==> src/rtl/memory_pkg.sv <==
// Shared constants for the memory block.
// Holds the ROM preload table and its lookup helper.
package memory_pkg;

   localparam logic [7:0] ROM_INIT_0 = 8'hAA;
   localparam logic [7:0] ROM_INIT_1 = 8'hBB;
   localparam logic [7:0] ROM_INIT_2 = 8'hCC;
   localparam int unsigned ROM_INIT_COUNT = 3;

   // Preload value for word idx; zero past the table.
   function automatic logic [7:0] rom_init(input logic [31:0] idx);
      logic [7:0] v;
      v = 8'h00;
      case (idx)
         32'd0:   v = ROM_INIT_0;
         32'd1:   v = ROM_INIT_1;
         32'd2:   v = ROM_INIT_2;
         default: v = 8'h00;
      endcase
      return v;
   endfunction

endpackage

==> src/rtl/memory_array.sv <==
// Storage core: array, write port and registered read.
// Out-of-range reads return zero; writes arrive pre-qualified.
module memory_array
   import memory_pkg::*;
#(
   parameter int DATA_WIDTH = 8,
   parameter int ADDR_WIDTH = 8,
   parameter int MEM_DEPTH  = 256,
   parameter int IS_RAM     = 1
) (
   input  logic                  clk,
   input  logic                  rst_n,
   input  logic [ADDR_WIDTH-1:0] addr,
   input  logic                  in_range,
   input  logic [DATA_WIDTH-1:0] data_in,
   input  logic                  we,
   output logic [DATA_WIDTH-1:0] rd_data
);

   localparam int IW = (MEM_DEPTH > 1) ? $clog2(MEM_DEPTH) : 1;

   logic [IW-1:0] idx;
   assign idx = addr[IW-1:0];

   generate
      if (IS_RAM != 0) begin : g_ram
         logic [DATA_WIDTH-1:0] mem [MEM_DEPTH] = '{default: '0};

         // Write port; contents are never touched by reset.
         always_ff @(posedge clk) begin
            if (we) mem[idx] <= data_in;
         end

         // Read-first registered read, cleared asynchronously.
         always_ff @(posedge clk or negedge rst_n) begin
            if (!rst_n)        rd_data <= '0;
            else if (in_range) rd_data <= mem[idx];
            else               rd_data <= '0;
         end
      end else begin : g_rom
         logic unused_rom;
         assign unused_rom = &{1'b0, we, data_in};

         // Registered lookup into the fixed preload table.
         always_ff @(posedge clk or negedge rst_n) begin
            if (!rst_n)
               rd_data <= '0;
            else if (in_range)
               rd_data <= DATA_WIDTH'(rom_init(32'(idx)));
            else
               rd_data <= '0;
         end
      end
   endgenerate

endmodule

==> src/rtl/memory.sv <==
// Single-port synchronous RAM/ROM, selected by IS_RAM.
// Checks parameters, gates writes and range-checks addresses.
module memory
   import memory_pkg::*;
#(
   parameter int DATA_WIDTH = 8,
   parameter int ADDR_WIDTH = 8,
   parameter int MEM_DEPTH  = 256,
   parameter int IS_RAM     = 1
) (
   input  logic                  clk,
   input  logic                  rst_n,
   input  logic [ADDR_WIDTH-1:0] addr,
   input  logic [DATA_WIDTH-1:0] data_in,
   input  logic                  we,
   output logic [DATA_WIDTH-1:0] data_out
);

   generate
      if (MEM_DEPTH < 1 ||
          64'(MEM_DEPTH) > (64'(1) << ADDR_WIDTH)) begin : g_bad
         $fatal(1, "memory: MEM_DEPTH out of range");
      end
   endgenerate

   logic in_range;
   logic we_ok;

   assign in_range = {1'b0, addr} < (ADDR_WIDTH + 1)'(MEM_DEPTH);
   assign we_ok    = (IS_RAM != 0) && (we == 1'b1)
                     && in_range && rst_n;

   memory_array #(
      .DATA_WIDTH (DATA_WIDTH),
      .ADDR_WIDTH (ADDR_WIDTH),
      .MEM_DEPTH  (MEM_DEPTH),
      .IS_RAM     (IS_RAM)
   ) u_array (
      .clk      (clk),
      .rst_n    (rst_n),
      .addr     (addr),
      .in_range (in_range),
      .data_in  (data_in),
      .we       (we_ok),
      .rd_data  (data_out)
   );

   a_we_known: assert property (
      @(posedge clk) disable iff (!rst_n) !$isunknown(we)
   );

endmodule

==> config.mk <==
export PLATFORM = sky130hd
export DESIGN_NAME = memory
export DESIGN_NICKNAME = d
export VERILOG_FILES = /design/src/rtl/memory_pkg.sv /design/src/rtl/memory_array.sv /design/src/rtl/memory.sv
export SDC_FILE = /design/constraint.sdc
export NUM_CORES = 2
export LEC_CHECK = 0
export ABC_AREA = 1
export CAP_MARGIN = 0
export CORE_UTILIZATION = 55
export CTS_BUF_LIST = sky130_fd_sc_hd__clkbuf_4
export DETAILED_ROUTE_END_ITERATION = 8
export GPL_TIMING_DRIVEN = 0
export PLACE_DENSITY_LB_ADDON = 0.3
export SETUP_SLACK_MARGIN = 0.3
export SLEW_MARGIN = 0
export SYNTH_ARGS = -nofsm -noshare
export SYNTH_HDL_FRONTEND = slang
export SYNTH_SLANG_ARGS = --single-unit
==> constraint.sdc <==
create_clock -name clk -period 1.6 [get_ports clk]
set_clock_uncertainty 0.1 [all_clocks]
set_input_delay 0.32 -clock clk [delete_from_list [all_inputs] [get_ports clk]]
set_output_delay 0.32 -clock clk [all_outputs]
set_load 0.02 [all_outputs]
Word-level counts from Yosys, hierarchy flattened --
Memories as Yosys holds them, arrays and structs flattened. A register that Yosys moved wholly into a read port is not among the register bits. Index checks and enable logic that the tools add are counted.
Storage, ports and cells: register bits 0, RAM bits 2048, input port bits 19, output and inout bits 8, word-level logic and storage cells 5, memories 1
Memories:
- u_array.g_ram.mem | words 256, bits a word 8, read ports 1, clocked after memory_dff 1, write ports 1, RTL line memory_array.sv:27 | logic [DATA_WIDTH-1:0] mem [MEM_DEPTH] = '{default: '0};
Cells by class: mux-type cells 2, reduce and logical (&&, ||, !) cells 2
Operators with widths (number):
- 2-to-1 mux 1 bit | 2
- logical AND 1 bit | 1
- zero test 1 bit | 1

Depth between registers and ports, before layout --
depth after elaboration 3, mapped depth 17, mapped depth without buffers 13

Hierarchy --
Synthesis repeated with hierarchy kept, for this count alone.
Unflattened totals: cells, all modules 8308, area, all modules 85962.4 um2
By module, submodules not included:
- memory_array | instances 1, cells each 8305, area each 85951.2 um2
- memory | instances 1, cells each 3, area each 11.3 um2

Worst setup path before layout --
No wires, ideal clock.
path type input port to flip-flop, start in addr[0], end mem u_array.g_ram.mem[101][0], enable pin, setup time 0.370 ns, arrival 1.930 ns, required time 1.130 ns, setup slack -0.800 ns, stages on the path 9, path buffers 5, cell sequence buf_4 > inv_2 > buf_6 > buf_2 > buf_2 > nor3_2 > nand2_1 > clkbuf_1 > nor2_1
RTL lines:
- start, declared | RTL line memory.sv:13 | input logic [ADDR_WIDTH-1:0] addr,
- end, declared | RTL line memory_array.sv:27
No word-level cell before the write port.

Final worst setup path --
start reg u_array.rd_data[1] (read register of u_array.g_ram.mem), end out data_out[1]
RTL lines:
- start, declared | RTL line memory_array.sv:17 | output logic [DATA_WIDTH-1:0] rd_data
- end, declared | RTL line memory.sv:16 | output logic [DATA_WIDTH-1:0] data_out
No word-level cell between the ends.

==> reports/results.ini <==
[status]
status=finished, violations left
violations=negative hold slack, negative setup slack

[pwr]
comb_power_share=0.074
p_clk_frac=0.396
power.internal_mw=84.5
powerDensity_nw_per_um2=1120
total_power_mw=112
pwr-share-seq=0.530
leakage_nw=39.6
power.switching_mw=27.5
switching_share=0.245
vdd_drop_max_mv=0.783

[run]
maxCapViolCount=0

[route]
ant_nets=0
vias_per_cell=5.55
wirelength_um=264000
drt-pass1-iter-count=6
route.detailed.drc=0
route.vias.total=61420
wire_per_inst_um=23.9
drtIter0Drc=7403

[clocking]
cts_tree=yes
cts_root_buf=clkbuf_4
clk_pin_slew_ns=0.07
cts_made_buffers=542
cts_sinks=2056
htree_num_levels=6
cts.path.max_buffers=4
clock_latency_ns=1.36

[setup_path]
slowest_delay_ns=0.50
crit_family=flip-flops
path_buf_inv=1
crit_type=reg2out
cp_slowest_cell=dfrtp_2
path_max_fanout=1
cp_cell_sequence=buf_6
cp.arrival_ns=2.01
cp-start-kind=flip-flop
end_kind=output pin
worstPathRequired_ns=1.18
cp-startpoint=u_array.rd_data[1]
r2r-start=u_array.g_ram.mem[159][5]

[sta]
setup_viol=2239
hold_violations=401
worst_slew_pin_slew_ns=1.12
rsz0062_at_grt=yes
layout_setup_ws_ns=-0.835
relSlewSlack=0.253
setup_tns_ns=-404.46
fin_hold_ws_ns=-0.543
fin_crit_sh=1.52
finalCriticalPeriod_ns=2.43
fmax_mhz=411
final_max_slew_viol_count=0

[synth]
yosys_warnings=0
synth_nets=7976
syn_inst=7957
ys_ff_latch=2056
avgSynthCellArea_um2=10.6
netlist_area_um2=84700
ys_seq_area_frac=0.729
yosysUniqueCellTypes=17

[floorplan]
rows=143
die_w_um=394
core_um2=152000
die_area_um2=156000
die_y_um=394
start_util=0.555
pin_count=27

[final_layout]
fill_cells=11560
syn_to_final_growth_pct=17.9
regArea_um2=61700
final_cell_mix=4510 x nand2_1, 2048 x edfxtp_1, 775 x clkbuf_4, 231 x nand3_1, 219 x nor2_4
mostFrequentLayoutCell=nand2_1
fin_nets=8688
multiInputGateArea_um2=24100
drive_above_1_share=0.192
fin_util=0.655

[placement]
port_buffers=25
gp_congestion=1.00
place_ws_ns=-3.23
dp_hpwl_um=172000

[hold_path]
hold_start=data_in[0]
hp-class=in2reg

[grt]
gr-usage-all-layers=0.333
grt_start_max_net_pins=122
grt_overflow=0
grt_pass1_vias=58895
grt_pass1_wl_um=375000
antenna_found_initial=14

==> per-stage QoR <==
stage | instance area, um2 | cells
6_report | 99900 | 11068
5_1_grt | 99900 | 11066
4_1_cts | 98600 | 11005
3_5_place_dp | 89800 | 10029
3_3_place_gp | 89300 | 10012
2_1_floorplan | 86500 | 7957
==> registers in the layout (all words and copies together) (netlist names) <==
name and flops:
u_array.g_ram.mem 2048, u_array.rd_data 8
==> worst paths after layout <==
kind	end	slack [ns]	cells past startpoint
worst max register to register	u_array.rd_data[5]	-0.50	12
worst max-delay path	data_out[1]	-0.83	1
max in group asynchronous	u_array.rd_data[7]	0.36	3
min in group asynchronous	u_array.rd_data[1]	0.48	3
worst min register to register	u_array.rd_data[1]	0.85	10
worst min-delay path	u_array.g_ram.mem[235][0]	-0.54	1
==> cell usage after synthesis <==
cell	instances	area share
buf_1	44	0.0020
buf_2	162	0.0096
buf_4	3	0.00027
buf_6	4	0.00053
clkbuf_1	209	0.0093
clkinv_1	2	0.000089
dfrtp_1	8	0.0024
edfxtp_1	2048	0.73
inv_1	11	0.00049
inv_2	2	0.000089
nand2_1	4699	0.21
nand3_1	256	0.015
nand4_1	36	0.0027
nor2_1	344	0.015
nor3_2	1	0.00012
o21ai_0	63	0.0037
o21ai_1	65	0.0038
==> routing by layer <==
metal,GRT usage,up-vias,wire [um]
met5,0,-,11
met1,0.429,28920,97000
li1,-,28106,-
met2,0.511,3658,120000
met4,0.200,2,16600
met3,0.0862,734,31200
==> layout make-up <==
class,count,area share
sequential,2056,0.618
buffer,422,0.0258
multi-input combinational,5464,0.242
tap,2030,0.0254
inverter,15,0.000752
clock inverter,138,0.00749
timing repair buffer,168,0.0233
antenna,12,0.000301
clock buffer,763,0.0574
==> cell families (layout without fill, tap and decap cells) <==
group,Yosys count,count (layout),synth area share
and+or+nand+nor,5336,5336,0.241
DFF,2056,2056,0.729
buffers and inverters,437,1506,0.0223
AOI/OAI and AO/OA,128,128,0.00757
other,0,12,0
==> power by group through the flow <==
stage	sequential, mW	clock [mW]	combinational [mW]
5_1_grt	59.3	47.4	8.69
3_5_place_dp	60.5	0	7.17
2_1_floorplan	60.5	0	3.46
3_3_place_gp	61.3	0	6.91
6_report	59.4	44.3	8.26
4_1_cts	59.3	44.4	7.72
==> what timing repair did <==
item / 4_1_cts / 5_1_grt
hold buffers: 40 / 11
setup endpoints to repair: 2064 / 2534
gates resized for setup: 422 / 246
cloned: 2 / 5
pin swaps: 106 / 119
setup buffers: 33 / 37
hold endpoints to repair: 2111 / 731
Note: power is estimated with default switching activity, not from simulation.
